===== src/rtl/alu_seq.sv =====
// Multi-cycle ALU: single-cycle ADD/SUB, iterative shift-add MUL and restoring DIV.
// One request at a time; the result is reported with a one-cycle alu_done pulse.
module alu_seq #(
    parameter int REG_SIZE = 8
) (
    input  logic                clk,
    input  logic                rst,
    input  logic [1:0]          alu_operation,
    input  logic [REG_SIZE-1:0] alu_op1,
    input  logic [REG_SIZE-1:0] alu_op2,
    input  logic                alu_req,
    output logic                alu_busy,
    output logic                alu_done,
    output logic [REG_SIZE-1:0] alu_res,
    output logic                alu_ovf,
    output logic                alu_zero
);
    localparam int N  = REG_SIZE;
    localparam int CW = (N > 2) ? $clog2(N) : 1;

    localparam logic [1:0] OP_ADD = 2'b00;
    localparam logic [1:0] OP_SUB = 2'b01;
    localparam logic [1:0] OP_MUL = 2'b10;
    localparam logic [1:0] OP_DIV = 2'b11;

    typedef enum logic [1:0] {IDLE, CALC, DONE} state_t;
    state_t state, state_nxt;

    logic [1:0]    opc;
    logic [CW-1:0] cnt;
    logic [2*N-1:0] mcand, acc, acc_nxt;
    logic [N-1:0]  mplier;
    logic [N-1:0]  rem, dvd, dvs;
    logic [N:0]    r_sh, r_sub;
    logic          ge;
    logic [N:0]    sum;
    logic          unused_ok;

    // Multiply step: conditional add of the shifted multiplicand
    assign acc_nxt = mplier[0] ? acc + mcand : acc;

    // Divide step: bring in the next dividend bit and try to subtract the divisor
    assign r_sh  = {rem, dvd[N-1]};
    assign ge    = r_sh >= {1'b0, dvs};
    assign r_sub = r_sh - {1'b0, dvs};
    assign unused_ok = r_sub[N];

    assign sum      = {1'b0, alu_op1} + {1'b0, alu_op2};
    assign alu_zero = (alu_res == '0);

    always_comb begin
        state_nxt = state;
        alu_busy  = 1'b0;
        alu_done  = 1'b0;
        case (state)
            IDLE: begin
                if (alu_req) begin
                    if (alu_operation == OP_MUL || (alu_operation == OP_DIV && alu_op2 != '0))
                        state_nxt = CALC;
                    else
                        state_nxt = DONE;
                end
            end
            CALC: begin
                alu_busy = 1'b1;
                if (cnt == '0) state_nxt = DONE;
            end
            DONE: begin
                alu_busy  = 1'b1;
                alu_done  = 1'b1;
                state_nxt = IDLE;
            end
            default: state_nxt = IDLE;
        endcase
    end

    always_ff @(posedge clk) begin
        if (rst) state <= IDLE;
        else     state <= state_nxt;
    end

    always_ff @(posedge clk) begin
        if (rst) begin
            opc     <= '0;
            cnt     <= '0;
            mcand   <= '0;
            mplier  <= '0;
            acc     <= '0;
            rem     <= '0;
            dvd     <= '0;
            dvs     <= '0;
            alu_res <= '0;
            alu_ovf <= 1'b0;
        end else begin
            case (state)
                IDLE: if (alu_req) begin
                    opc    <= alu_operation;
                    cnt    <= CW'(N - 1);
                    mcand  <= {{N{1'b0}}, alu_op1};
                    mplier <= alu_op2;
                    acc    <= '0;
                    rem    <= '0;
                    dvd    <= alu_op1;
                    dvs    <= alu_op2;
                    case (alu_operation)
                        OP_ADD: begin
                            alu_res <= sum[N-1:0];
                            alu_ovf <= sum[N];
                        end
                        OP_SUB: begin
                            alu_res <= alu_op1 - alu_op2;
                            alu_ovf <= alu_op1 < alu_op2;
                        end
                        OP_DIV: if (alu_op2 == '0) begin
                            alu_res <= '1;
                            alu_ovf <= 1'b1;
                        end
                        default: ;
                    endcase
                end
                CALC: begin
                    cnt <= cnt - 1'b1;
                    if (opc == OP_MUL) begin
                        acc    <= acc_nxt;
                        mcand  <= mcand << 1;
                        mplier <= mplier >> 1;
                        if (cnt == '0) begin
                            alu_res <= acc_nxt[N-1:0];
                            alu_ovf <= |acc_nxt[2*N-1:N];
                        end
                    end else begin
                        rem <= ge ? r_sub[N-1:0] : r_sh[N-1:0];
                        dvd <= {dvd[N-2:0], ge};
                        if (cnt == '0) begin
                            alu_res <= {dvd[N-2:0], ge};
                            alu_ovf <= 1'b0;
                        end
                    end
                end
                default: ;
            endcase
        end
    end
endmodule


===== config.mk =====
export PLATFORM = sky130hd
export DESIGN_NAME = alu_seq
export DESIGN_NICKNAME = d
export VERILOG_FILES = /design/src/rtl/alu_seq.sv
export SDC_FILE = /design/constraint.sdc
export NUM_CORES = 1
export LEC_CHECK = 0
export CORE_AREA = 2 2 104 106
export CTS_CLUSTER_DIAMETER = 200
export DETAILED_ROUTE_END_ITERATION = 10
export DIE_AREA = 0 0 106 108
export DONT_BUFFER_PORTS = 1
export GPL_TIMING_DRIVEN = 0
export PLACE_DENSITY = 0.68
export SYNTH_ARGS = -nofsm -noshare
export SYNTH_HDL_FRONTEND = slang
export SYNTH_SLANG_ARGS = --single-unit

===== constraint.sdc =====
create_clock -name clk -period 3.75 [get_ports clk]
set_input_delay 0.375 -clock clk [delete_from_list [all_inputs] [get_ports clk]]
set_output_delay 0.375 -clock clk [all_outputs]
set_load 0.05 [all_outputs]

Word-level counts from Yosys, hierarchy flattened
Cells that the tools add are included.
{"block": "classes", "n_lt_le_gt_ge": 2, "addsub": 5, "reduce_logical": 17, "eq_ne": 12, "muxes": 39}
{"op": "$mux 8", "n": 12}
{"op": "$mux 16", "n": 5}
{"op": "$pmux 16 s2", "n": 2}
{"op": "$pmux 8 s2", "n": 4}
{"op": "$pmux 8 s3", "n": 1}
{"op": "$add 16x16->16", "n": 1}
{"op": "$logic_not 8->1", "n": 2}
{"op": "$sub 8x8->8", "n": 2}
{"op": "$add 8x8->9", "n": 1}
{"op": "$ge 9x8->1", "n": 1}
{"op": "$eq 2x2->1 const B", "n": 4}
{"op": "$lt 8x8->1", "n": 1}
{"op": "$ne 2x2->1 const B", "n": 4}
{"op": "$reduce_bool 8->1", "n": 1}
{"op": "$reduce_or 8->1", "n": 1}
{"op": "$mux 1", "n": 7}
{"op": "$mux 2", "n": 3}
{"op": "$pmux 3 s2", "n": 1}
{"op": "$reduce_and 2->1", "n": 3}
{"op": "$reduce_and 3->1", "n": 2}
{"op": "$reduce_and 5->1", "n": 1}
{"op": "$eq 2x1->1 const B", "n": 2}
{"op": "$logic_not 2->1", "n": 2}
{"op": "$ne 4x2->1 const B", "n": 1}
{"op": "11 further kinds", "n": 11}
{"block": "totals", "regBits": 80, "out_inout_bits": 12, "wordCells": 86, "input_bits": 21}

Depth between registers and ports, before layout
Gate-level depths: netlist (run 1).
{"block": "logic_depth", "depth_word": 6, "ltp_mapped": 12, "depth_no_buf": 12}

Worst setup path after synthesis (run 1)
No wires, ideal clock.
{"block": "synth_timing", "path_type": "input -> register", "from": "in alu_op2[3]", "to": "reg alu_ovf", "path_stages": 11, "required_time_ns": 3.611, "path_buffers": 1, "slack_ns": 1.322, "arrival_ns": 2.289, "setup_time_ns": 0.139, "cell_sequence": "inv_1 ha_1 clkbuf_1 o21ai_0 o21ai_0 or3b_2 nor4b_2 o21ai_1 and3_1 nor4bb_1 a41oi_1"}
{"block": "synth_between", "elab_chain_len": 4, "elab_cells_between_ends": 8, "cone_classes": "1 x add/sub; 1 x order compare; 1 x eq/ne; 3 x mux; 2 x reduce/logical"}
{"item": "start, declared", "line": "10", "rtl": "input logic [REG_SIZE-1:0] alu_op2,"}
{"item": "$add 8x8->9 or $lt 8x8->1 (tied branches)", "line": "48, 112"}
{"item": "$pmux 1 s3", "line": "105", "rtl": "case (alu_operation)"}
{"item": "$mux 1", "line": "96", "rtl": "IDLE: if (alu_req) begin"}
{"item": "$pmux 1 s2", "line": "95", "rtl": "case (state)"}
{"item": "end signal, assigned", "line": "108", "rtl": "alu_ovf <= sum[N];"}
{"item": "end signal, assigned", "line": "112", "rtl": "alu_ovf <= alu_op1 < alu_op2;"}
{"item": "end signal, assigned", "line": "129", "rtl": "alu_ovf <= |acc_nxt[2*N-1:N];"}
{"item": "end, declared", "line": "15", "rtl": "output logic alu_ovf,"}
Several ways; a longest one is shown, not always the timed one. The select of a mux whose other input is x is not followed.
A chain may end at the register's enable or synchronous reset.

Worst setup path after layout (run 1)
{"block": "layout_timing", "from": "reg mcand[0]", "to": "reg alu_ovf"}
{"block": "layout_between", "elab_chain_len": 6}
{"item": "start, declared", "line": "31", "rtl": "logic [2*N-1:0] mcand, acc, acc_nxt;"}
{"item": "start signal, assigned", "line": "99", "rtl": "mcand <= {{N{1'b0}}, alu_op1};"}
{"item": "start signal, assigned", "line": "125", "rtl": "mcand <= mcand << 1;"}
{"item": "$add 16x16->16", "line": "40", "rtl": "assign acc_nxt = mplier[0] ? acc + mcand : acc;"}
{"item": "$mux 16", "line": "40"}
{"item": "$reduce_or 8->1", "line": "129"}
{"item": "$mux 1", "line": "127", "rtl": "if (cnt == '0) begin"}
{"item": "$mux 1", "line": "123", "rtl": "if (opc == OP_MUL) begin"}
{"item": "$pmux 1 s2", "line": "95"}
Every way passes these cells. The select of a mux whose other input is x is not followed.

==> impl_results.rst, run 1 <==
.. list-table::
   :header-rows: 1

   * - Metric
     - Value
   * - Status
     - complete, no violations
   * - Antenna viol nets, final
     - 0
   * - Final WL
     - 15.2 mm
   * - Period utilisation layout
     - 0.766
   * - Predominant post-synthesis flop cell
     - sky130_fd_sc_hd__dfxtp_1
   * - Number of buffers inserted during clock tree synthesis
     - 9
   * - GP Congestion
     - 0.944
   * - Synth-to-layout area growth
     - 6.67%
   * - Fmax
     - 348 MHz
   * - Final worst clock skew
     - 0.0196 ns
   * - Total power per unit cell area
     - between 400 and 500 nW/um^2
   * - Setup crit start kind
     - flop
   * - Number of max-cap violations
     - 0
   * - Leak Pwr
     - 2.24 nW
   * - First-pass DRT Iterations
     - 5
   * - Master cell of the clock root buffer
     - sky130_fd_sc_hd__clkbuf_8
   * - Fillers
     - between 900 and 1000
   * - List of cells traversed by the critical path
     - ha_1, fa_1, a21o_1, nand4_1, a311oi_1, nand2b_1, xor2_1, mux2i_1, nor4bb_1, a41oi_1
   * - H-tree lvl count
     - 3
   * - Total power draw
     - 2.51 mW
   * - Worst setup slack before clock tree synthesis
     - 0.785 ns
   * - Wire length of the first global-routing pass
     - 24.7 mm
   * - Synth Cell Area
     - 5400 sq um
   * - Net count of the finished layout
     - 760
   * - Die W
     - 106 um
   * - Pins over their slew limit
     - 0
   * - Commonest non-fill, non-tap cell in the layout
     - sky130_fd_sc_hd__nor2_1
   * - Worst-case vdd ir drop
     - 306 uV
   * - Slew at the pin with the worst max-slew slack
     - 0.926 ns
   * - Per-cell via count in the routed design
     - between 6 and 7
   * - Final setup violating endpoints
     - 0
   * - Post-DP HPWL
     - 11.8 mm
   * - Clock-pin slew on the worst setup and hold paths
     - about 0.090 ns
   * - Num rows
     - 37
   * - Fraction of layout instances using a drive strength above 1
     - 0.0560
   * - Cell with the largest stage delay on the worst path
     - sky130_fd_sc_hd__nor4bb_1
   * - Number of port buffers
     - 0
   * - Critical path capture point type
     - flop
   * - Delay contributed by the slowest stage of the critical path
     - 0.42 ns
   * - Core area
     - 10200 sq um
   * - TritonCTS clock tree
     - built
   * - Max FO, Critical Path
     - 4
   * - WL/cell
     - between 15 and 20 um
   * - Die area
     - 11400 sq um
   * - Setup bufs post-CTS
     - 0
   * - Total global-route track usage
     - 0.276
   * - CTS resizes
     - 0
   * - Total negative slack for setup checks
     - 0 ns
   * - Final Worst Setup Slack
     - 0.876 ns
   * - Most frequent cells in the layout
     - sky130_fd_sc_hd__nor2_1, sky130_fd_sc_hd__dfxtp_1, sky130_fd_sc_hd__nand2_1, sky130_fd_sc_hd__a21oi_1, sky130_fd_sc_hd__ha_1
   * - Synth async-reset ratio
     - 0
   * - Sinks on Clock Net
     - 80
   * - Worst path required time
     - 3.98 ns
   * - Number of hold violations in the final report
     - 0
   * - Clock period minus worst slack
     - 2.87 ns
   * - Initial Util
     - 0.528
   * - Synthesized instance count
     - 680
   * - Synthesized net count
     - 749
   * - DRC errors left
     - 0
   * - Drt initial violations
     - 334
   * - Die outline height
     - 108 um
   * - Via count of the first global-routing pass
     - between 4000 and 5000
   * - Post-Syn Area per Cell
     - 7.95 sq um
   * - Number of synthesized flops with an enable pin
     - 0
   * - Number of register bits inferred by synthesis
     - 80
   * - Antenna Cells
     - 0
   * - Arrival time worst endpoint
     - 3.10 ns
   * - Initial antenna violation count
     - 0
   * - GR Overflow Total
     - 0
   * - Number of buffers on the longest clock path
     - 2
   * - CTS Hold Bufs
     - 0
   * - Unrepaired setup endpoints after global routing
     - no
   * - Post-synthesis cell type count
     - 64
   * - Worst hold path class
     - input port to flop
   * - Pin count of the biggest net entering global routing
     - 15
   * - Num ports
     - 33
   * - Worst relative slew slack
     - 0.380
   * - Sequential element share of the synthesized area
     - 0.296
   * - Vias after detailed routing
     - 5081
   * - Worst Setup Path Type
     - flop to flop
   * - Warning count from the yosys run
     - 0
   * - Worst-skew pair later-pin latency
     - 0.37 ns
Yosys cell counts (all sizes together), types with 4 or more instances:
cell type | n | share of area
nand3 | 8 | 0.0097
a221oi | 4 | 0.0065
o21a | 4 | 0.0056
a31oi | 6 | 0.0069
fa | 4 | 0.015
a21oi | 47 | 0.044
mux2i | 21 | 0.039
ha | 44 | 0.10
a311oi | 9 | 0.015
o21ai | 34 | 0.032
xor2 | 12 | 0.019
inv | 40 | 0.028
buf | 8 | 0.0067
nand4 | 5 | 0.0058
o211ai | 6 | 0.0083
or2 | 5 | 0.0058
xnor2 | 12 | 0.019
nor2b | 14 | 0.016
and2 | 8 | 0.0093
a211oi | 29 | 0.040
a22oi | 23 | 0.032
nor3 | 24 | 0.022
mux2 | 4 | 0.0083
nand2 | 54 | 0.038
nand2b | 10 | 0.012
clkbuf | 29 | 0.020
dfxtp | 80 | 0.30
a21o | 6 | 0.0083
nor2 | 89 | 0.062
kinds of logic (layout without fill, tap and decap cells):
family / Yosys count / after routing / share of synthesized area
flip-flops: 80 / 80 / 0.296
multiplexers: 25 / 25 / 0.0472
buffers and inverters: 77 / 93 / 0.0547
AO/OA/AOI/OAI: 193 / 193 / 0.242
XOR/XNOR: 24 / 24 / 0.0389
adder cells (fa/ha/maj): 48 / 48 / 0.117
AND/OR/NAND/NOR: 233 / 233 / 0.204
routing by layer:
| metal | track usage | wire length (um) | vias up |
|---|---|---|---|
| li1 | - | - | 2463 |
| met1 | 0.389 | 7080 | 2413 |
| met3 | 0.0440 | 1020 | 20 |
| met2 | 0.437 | 6910 | 185 |
| met4 | 0.0846 | 189 | 0 |
| met5 | 0 | 0 | - |
cell type report:
| type | count | area, sq um | area share |
|---|---|---|---|
| Multi-Input combinational cell | 523 | 3510 | 0.608 |
| Sequential cell | 80 | 1600 | 0.278 |
| Tap cell | 136 | 170 | 0.0295 |
| Clock buffer | 11 | 151 | 0.0263 |
| Inverter | 40 | 150 | 0.0261 |
| Buffer | 37 | 145 | 0.0252 |
| Clock inverter | 5 | 38.8 | 0.00673 |
critical path, delay by kind of cell, from the launching register on:
| family | cells | cell delay (ns) |
|---|---|---|
| AO/OA/AOI/OAI | 3 | 0.55 |
| XOR/XNOR | 1 | 0.18 |
| adder cells (fa/ha/maj) | 2 | 0.64 |
| flip-flops | 1 | 0.36 |
| multiplexers | 1 | 0.18 |
| AND/OR/NAND/NOR | 3 | 0.83 |
sequential cells by signal, indices dropped and copies added (netlist names):
register and cells:
cnt 3, mcand 16, rem 8, acc 16, opc 2, dvs 8, dvd 8, alu_res 8
mplier 8, state 2, alu_ovf 1
path summary, 6_finish.rpt:
path | startpoint | to | slack [ns] | cells after the start
max reg2reg | mcand[0]$_SDFFE_PP0P_ | alu_ovf$_SDFFE_PP0P_ | 0.88 | 10
min | alu_op2[4] | dvs[4]$_SDFFE_PP0P_ | 0.14 | 2
min reg2reg | dvs[6]$_SDFFE_PP0P_ | dvs[6]$_SDFFE_PP0P_ | 0.46 | 2
max | mcand[0]$_SDFFE_PP0P_ | alu_ovf$_SDFFE_PP0P_ | 0.88 | 10
stage by stage:
stage	utilization	hold WS (ns)	std cells	instance area, sq um
final	0.563	0.140	832	5760
after global routing	0.563	0.141	832	5760
after CTS	0.563	0.123	832	5760
after detailed placement	0.545	0.451	816	5570
after global placement	0.545	0.442	816	5570
after floorplan	-	0.431	680	5400
where the power goes:
| part | switching, mW | internal (mW) | leakage [nW] | total [mW] |
|---|---|---|---|---|
| combinational | 0.531 | 0.300 | 1.49 | 0.831 |
| sequential | 0.123 | 0.935 | 0.654 | 1.06 |
| clock | 0.340 | 0.280 | 0.0959 | 0.620 |
(Power assumes the default switching activity.)
==> inputs of run 2 (changes only) <==
--- a/config.mk
+++ b/config.mk
@@ -11,7 +11,7 @@
 export DIE_AREA = 0 0 106 108
 export DONT_BUFFER_PORTS = 1
 export GPL_TIMING_DRIVEN = 0
-export PLACE_DENSITY = 0.68
+export PLACE_DENSITY = 0.7
 export SYNTH_ARGS = -nofsm -noshare
 export SYNTH_HDL_FRONTEND = slang
 export SYNTH_SLANG_ARGS = --single-unit
==> constraint.sdc (replaced) <==
create_clock -name clk -period 2.45 [get_ports clk]
set_input_delay 0.245 -clock clk [delete_from_list [all_inputs] [get_ports clk]]
set_output_delay 0.245 -clock clk [all_outputs]
set_load 0.05 [all_outputs]
==> impl_results.rst, run 2 (same netlist as run 1, synthesis figures left out) <==
.. list-table::
   :header-rows: 1

   * - Metric
     - Value
   * - Number of port buffers
     - 0 (unchanged)
   * - Register-to-register setup slack
     - -0.12 ns (-0.99 ns)
   * - Per-cell via count in the routed design
     - 6.05 (-0.97%)
   * - Start point of the worst hold path
     - alu_op2[5]
   * - Worst hold slack
     - 0.0127 ns (-0.127 ns)
   * - H-tree lvl count
     - 3 (unchanged)
   * - Master cell of the clock root buffer
     - sky130_fd_sc_hd__clkbuf_8
   * - Final WL
     - 15.4 mm (+1.5%)
   * - Via count of the first global-routing pass
     - 4875 (+2.4%)
   * - Drt initial violations
     - 442 (+32%)
   * - Unrepaired setup endpoints after global routing
     - yes
   * - Worst Setup Path Type
     - flop to flop
   * - Final worst clock skew
     - 0.0144 ns (-0.00523 ns)
   * - Period utilisation layout
     - 1.05 (+0.282)
   * - Wire length of the first global-routing pass
     - 24.7 mm (about the same)
   * - Final Worst Setup Slack
     - -0.119 ns (-0.995 ns)
   * - GR Overflow Total
     - 0 (unchanged)
   * - Net count of the finished layout
     - 763 (+0.39%)
   * - Num ports
     - 33 (unchanged)
   * - Max FO, Critical Path
     - 5 (+1)
   * - Antenna Cells
     - 0 (unchanged)
   * - List of cells traversed by the critical path
     - ha_2, a21o_1, a21oi_2, a311oi_2, a31oi_1, xnor2_1, mux2_4, nor4bb_4, a41oi_1
   * - Num rows
     - 37 (unchanged)
   * - TritonCTS clock tree
     - built
   * - Fmax
     - 389 MHz (+12%)
   * - Cells on Worst Hold Path
     - 2 (unchanged)
   * - Count of buffer and inverter cells on the critical path
     - 0 (unchanged)
   * - Most frequent cells in the layout
     - sky130_fd_sc_hd__nor2_1, sky130_fd_sc_hd__dfxtp_1, sky130_fd_sc_hd__nand2_1, sky130_fd_sc_hd__a21oi_1, sky130_fd_sc_hd__inv_1
   * - Pins over their slew limit
     - 0 (unchanged)
   * - Die area
     - 11400 sq um (unchanged)
   * - Status
     - complete, but fails checks
   * - Fraction of layout instances using a drive strength above 1
     - 0.113 (+0.0570)
   * - Delay-heaviest family, CP
     - compound AO/OA/AOI/OAI gates
   * - Worst path required time
     - 2.67 ns (-1.31 ns)
   * - Cell count of the worst reg-to-reg path
     - 9 (-1)
   * - Largest registers
     - acc (16), mcand (16)
   * - Pin count of the biggest net entering global routing
     - 14 (-1)
   * - WL/cell
     - 18.5 um (+1.1%)
   * - GP Congestion
     - 0.929 (-1.6%)
   * - Synth-to-layout area growth
     - 11.3%
   * - Worst relative slew slack
     - 0.569 (+0.189)
   * - Cell with the largest stage delay on the worst path
     - sky130_fd_sc_hd__ha_2
   * - Slew at the pin with the worst max-slew slack
     - 0.646 ns (-0.280 ns)
   * - Total power per unit cell area
     - 684 nW/um^2 (+57%)
   * - Number of hold violations in the final report
     - 0 (unchanged)
   * - Final setup violating endpoints
     - 1 (+1)
   * - Worst-case vdd ir drop
     - 369 uV (+21%)
   * - Sinks on Clock Net
     - 80 (unchanged)
   * - Setup crit start kind
     - flop
   * - Clock-pin slew on the worst setup and hold paths
     - 0.09 ns (about the same)
   * - Initial antenna violation count
     - 0 (unchanged)
   * - Number of buffers on the longest clock path
     - 2 (unchanged)
   * - DRC errors left
     - 0 (unchanged)
   * - Die W
     - 106 um (unchanged)
   * - Reg-to-reg endpoint
     - alu_ovf$_SDFFE_PP0P_
   * - Core area
     - 10200 sq um (unchanged)
   * - Worst-skew pair later-pin latency
     - 0.36 ns (about the same)
   * - Vias after detailed routing
     - 5050 (-0.61%)
   * - CTS Hold Bufs
     - 0 (unchanged)
   * - Antenna viol nets, final
     - 0 (unchanged)
   * - Clock period minus worst slack
     - 2.57 ns (-0.305 ns)
   * - First-pass DRT Iterations
     - 5 (unchanged)
   * - Post-DP HPWL
     - 11.7 mm (-0.28%)
   * - Total global-route track usage
     - 0.276 (+0.000350)
   * - Initial Util
     - 0.528 (unchanged)
   * - Arrival time worst endpoint
     - 2.79 ns (-0.31 ns)
   * - Delay contributed by the slowest stage of the critical path
     - 0.40 ns (-0.02 ns)
   * - Number of buffers inserted during clock tree synthesis
     - 9 (unchanged)
   * - Leak Pwr
     - 2.30 nW (+2.7%)
   * - Number of max-cap violations
     - 0 (unchanged)
   * - Critical path capture point type
     - flop
   * - Total power draw
     - 4.11 mW (+64%)
   * - Violated checks
     - setup timing
   * - R2R Path Start
     - mcand[4]$_SDFFE_PP0P_
   * - Worst hold path class
     - input port to flop
   * - Die outline height
     - 108 um (unchanged)
   * - Commonest non-fill, non-tap cell in the layout
     - sky130_fd_sc_hd__nor2_1
   * - Hold endpoint
     - dvs[5]$_SDFFE_PP0P_
==> run 2: worst max path at each step <==
stage                                      from                    to  cells after the start
after floorplan           mcand[0]$_SDFFE_PP0P_  alu_ovf$_SDFFE_PP0P_                     10
after global placement               alu_op2[3]  alu_ovf$_SDFFE_PP0P_                     11
after detailed placement             alu_op2[3]  alu_ovf$_SDFFE_PP0P_                     11
after CTS                   acc[0]$_SDFFE_PP0P_  alu_ovf$_SDFFE_PP0P_                     10
after global routing      mcand[0]$_SDFFE_PP0P_  alu_ovf$_SDFFE_PP0P_                     10
final                     mcand[4]$_SDFFE_PP0P_  alu_ovf$_SDFFE_PP0P_                      9
==> run 2: layout make-up <==
cell class                      instances  area [sq um]
Tap cell                              136           170
Clock buffer                           12           135
Clock inverter                          4          77.6
Sequential cell                        80          1610
Timing Repair Buffer                    7          52.6
Multi-Input combinational cell        523          3680
Inverter                               40           150
Fill cell                             949          4220
Buffer                                 33           143
==> run 2: repair_timing <==
item | 4_1_cts | 5_1_grt
setup buffers | 5 | 2
hold endpoints to repair | 0 | 0
pin swaps | 9 | 7
gates resized for setup | 22 | 32
endpoints found under the setup margin | 54 | 47
==> run 2: power breakdown <==
| group | leakage (nW) | switching, mW | internal, mW |
|---|---|---|---|
| clock network | 0.105 | 0.515 | 0.582 |
| registers | 0.656 | 0.187 | 1.43 |
| logic | 1.54 | 0.859 | 0.539 |
| total | 2.30 | 1.56 | 2.55 |
==> run 2: stage by stage <==
step,std cells,util,worst slack [ns],area (sq um),TNS [ns]
after floorplan,680,-,0.0836,5400,0
after global routing,835,0.588,-0.252,6010,-0.435
after CTS,834,0.576,-0.0932,5890,-0.0932
after detailed placement,816,0.545,-0.366,5570,-7.76
after global placement,816,0.545,-0.390,5570,-7.10
final,835,0.588,-0.119,6010,-0.119
==> run 2: layer usage <==
layer	track usage	up-vias	part of all wire
met5	0	-	0
met4	0.0789	0	0.020
met3	0.0549	26	0.062
met2	0.447	164	0.46
met1	0.378	2389	0.46
li1	-	2471	-
==> inputs of run 3 (changes only) <==
--- a/config.mk
+++ b/config.mk
@@ -12,6 +12,7 @@
 export DONT_BUFFER_PORTS = 1
 export GPL_TIMING_DRIVEN = 0
 export PLACE_DENSITY = 0.7
+export REMOVE_ABC_BUFFERS = 1
 export SYNTH_ARGS = -nofsm -noshare
 export SYNTH_HDL_FRONTEND = slang
 export SYNTH_SLANG_ARGS = --single-unit
==> impl_results.rst, run 3 (same netlist as run 1, synthesis figures left out) <==
.. list-table::
   :header-rows: 1

   * - Metric
     - Value
   * - Unrepaired setup endpoints after global routing
     - yes
   * - Cells on Worst Hold Path
     - 2 (unchanged)
   * - Final worst clock skew
     - 0.0133 ns (-0.00107 ns)
   * - Synth-to-layout area growth
     - 13.3%
   * - Vias after detailed routing
     - 4919 (-2.6%)
   * - Total non-filler cell area in the finished layout
     - 6120 sq um (+1.8%)
   * - Number of port buffers
     - 0 (unchanged)
   * - Total power draw
     - 4.13 mW (+0.45%)
   * - Wire length of the first global-routing pass
     - 23.6 mm (-4.6%)
   * - Fraction of layout instances using a drive strength above 1
     - 0.135 (+0.0218)
   * - Final WL
     - 14.3 mm (-7.1%)
   * - Hold endpoint
     - opc[0]$_SDFFE_PP0P_
   * - Number of buffers inserted during clock tree synthesis
     - 9 (unchanged)
   * - Status
     - complete, but fails checks
   * - Pins over their slew limit
     - 0 (unchanged)
   * - Post-Layout Cell Count
     - 811 (-2.9%)
   * - Initial antenna violation count
     - 0 (unchanged)
   * - Master cell of the clock root buffer
     - sky130_fd_sc_hd__clkbuf_8
   * - Register-to-register setup slack
     - -0.03 ns (+0.09 ns)
   * - Via count of the first global-routing pass
     - 4792 (-1.7%)
   * - Final core utilization
     - 0.599 (+0.0108)
   * - Initial Util
     - 0.528 (unchanged)
   * - Num rows
     - 37 (unchanged)
   * - Pin count of the biggest net entering global routing
     - 70 (+56)
   * - Die W
     - 106 um (unchanged)
   * - Antenna viol nets, final
     - 0 (unchanged)
   * - Worst-case vdd ir drop
     - 377 uV (+2.3%)
   * - Num ports
     - 33 (unchanged)
   * - DRC errors left
     - 0 (unchanged)
   * - Slew at the pin with the worst max-slew slack
     - 0.877 ns (+0.231 ns)
   * - Number of hold violations in the final report
     - 0 (unchanged)
   * - Worst path required time
     - 2.67 ns (about the same)
   * - Reg-to-reg endpoint
     - alu_ovf$_SDFFE_PP0P_
   * - TritonCTS clock tree
     - built
   * - Die area
     - 11400 sq um (unchanged)
   * - Total global-route track usage
     - 0.256 (-0.0200)
   * - Sinks on Clock Net
     - 80 (unchanged)
   * - Number of buffers on the longest clock path
     - 2 (unchanged)
   * - H-tree lvl count
     - 3 (unchanged)
   * - Worst relative slew slack
     - 0.413 (-0.156)
   * - Clock period minus worst slack
     - 2.48 ns (-0.0931 ns)
   * - Worst-skew pair later-pin latency
     - 0.36 ns (about the same)
   * - Total power per unit cell area
     - 675 nW/um^2 (-1.4%)
   * - Net count of the finished layout
     - 740 (-3.0%)
   * - Cell count of the worst reg-to-reg path
     - 10 (+1)
   * - Start point of the worst hold path
     - alu_operation[0]
   * - Most frequent cells in the layout
     - sky130_fd_sc_hd__nor2_1, sky130_fd_sc_hd__dfxtp_1, sky130_fd_sc_hd__nand2_1, sky130_fd_sc_hd__a21oi_1, sky130_fd_sc_hd__inv_1
   * - WL/cell
     - 17.7 um (-4.4%)
   * - Number of max-cap violations
     - 0 (unchanged)
   * - Worst hold path class
     - input port to flop
   * - Violated checks
     - setup timing
   * - First-pass DRT Iterations
     - 5 (unchanged)
   * - Worst Setup Path Type
     - flop to flop
   * - Final setup violating endpoints
     - 1 (unchanged)
   * - Final Worst Setup Slack
     - -0.0259 ns (+0.0931 ns)
   * - Leak Pwr
     - 2.30 nW (about the same)
   * - Commonest non-fill, non-tap cell in the layout
     - sky130_fd_sc_hd__nor2_1
   * - R2R Path Start
     - acc[0]$_SDFFE_PP0P_
   * - Placement Cell Area
     - 5430 sq um (-2.6%)
   * - Die outline height
     - 108 um (unchanged)
   * - Arrival time worst endpoint
     - 2.69 ns (-0.10 ns)
   * - Largest registers
     - acc (16), mcand (16)
   * - Antenna Cells
     - 0 (unchanged)
   * - Critical path capture point type
     - flop
   * - Core area
     - 10200 sq um (unchanged)
   * - Post-DP HPWL
     - 9.93 mm (-15%)
   * - Max FO, Critical Path
     - 3 (-2)
   * - GR Overflow Total
     - 0 (unchanged)
   * - Worst hold slack
     - 0.0146 ns (+0.00198 ns)
   * - Period utilisation layout
     - 1.01 (-0.0380)
   * - Cell count after placement
     - 779 (-4.5%)
   * - Fmax
     - 404 MHz (+3.8%)
   * - Setup crit start kind
     - flop
   * - GP Congestion
     - 0.879 (-5.4%)
   * - Per-cell via count in the routed design
     - 6.07 (+0.29%)
   * - Clock-pin slew on the worst setup and hold paths
     - 0.09 ns (about the same)
   * - Drt initial violations
     - 278 (-37%)
-- run 3: cell types whose count changed in the layout (fill, tap and decap cells not counted), moves of 3 or more --
cell	previous run	this run
sky130_fd_sc_hd__buf_2	6	0
sky130_fd_sc_hd__nand2_1	54	50
sky130_fd_sc_hd__dfxtp_2	4	10
sky130_fd_sc_hd__ha_2	5	1
sky130_fd_sc_hd__clkbuf_2	3	0
sky130_fd_sc_hd__buf_4	7	14
sky130_fd_sc_hd__clkbuf_1	23	1
sky130_fd_sc_hd__dfxtp_1	76	69
sky130_fd_sc_hd__ha_4	3	11
sky130_fd_sc_hd__ha_1	36	32
-- run 3: layout make-up --
type                    instances  area (sq um)
clock buffers                  10           128
clock inverters                 5           106
fillers                       919          4110
inverters                      40           150
multi-input cells             523          3790
flip-flops and latches         80          1620
well taps                     136           170
repair buffers                 17           159
-- run 3: worst max path at each step --
| stage | startpoint | cells after the start | to | slack (ns) |
|---|---|---|---|---|
| floorplan | state[1]$_SDFFE_PP0P_ | 7 | acc[11]$_SDFFE_PP0P_ | -0.69 |
| global placement | state[1]$_SDFFE_PP0P_ | 7 | acc[11]$_SDFFE_PP0P_ | -1.89 |
| detailed placement | state[1]$_SDFFE_PP0P_ | 7 | acc[11]$_SDFFE_PP0P_ | -1.32 |
| CTS | acc[0]$_SDFFE_PP0P_ | 10 | alu_ovf$_SDFFE_PP0P_ | -0.02 |
| global route | state[1]$_SDFFE_PP0P_ | 10 | alu_ovf$_SDFFE_PP0P_ | -0.14 |
| finish | acc[0]$_SDFFE_PP0P_ | 10 | alu_ovf$_SDFFE_PP0P_ | -0.03 |
-- run 3: where the power goes --
group / switching, mW / internal [mW]
Clock: 0.491 / 0.674
Sequential: 0.223 / 1.44
Combinational: 0.784 / 0.526
-- run 3: repair_timing --
action | 4_1_cts | 5_1_grt
buffers inserted | 12 | 4
endpoints found under the hold margin | 69 | 0
endpoints found under the setup margin | 68 | 18
hold buffers | 1 | 0
gates cloned | 0 | 0
gates resized for setup | 35 | 27
pin swaps | 14 | 12
-- run 3: critical path, cell delays in order (launching register included) --
cell	delay, ns
sky130_fd_sc_hd__dfxtp_2	0.34
sky130_fd_sc_hd__ha_4	0.17
sky130_fd_sc_hd__fa_2	0.37
sky130_fd_sc_hd__a21o_1	0.18
sky130_fd_sc_hd__nand4_1	0.16
sky130_fd_sc_hd__a311oi_2	0.13
sky130_fd_sc_hd__a31oi_1	0.22
sky130_fd_sc_hd__xnor2_1	0.10
sky130_fd_sc_hd__mux2_4	0.28
sky130_fd_sc_hd__nor4bb_2	0.25
sky130_fd_sc_hd__a41oi_1	0.15
-- run 3: per-stage QoR --
stage	worst slack [ns]	TNS (ns)
after floorplan	-0.688	-30.78
after global placement	-1.89	-104.12
after detailed placement	-1.32	-66.17
after CTS	-0.0197	-0.0197
after global routing	-0.145	-0.146
final	-0.0259	-0.0259
-- run 3: routing by layer --
metal	vias up	global-route usage	wire length [um]
li1	2415	-	-
met4	0	0.0883	276
met2	115	0.451	7000
met3	25	0.0476	660
met1	2364	0.316	6380
met5	-	0	0
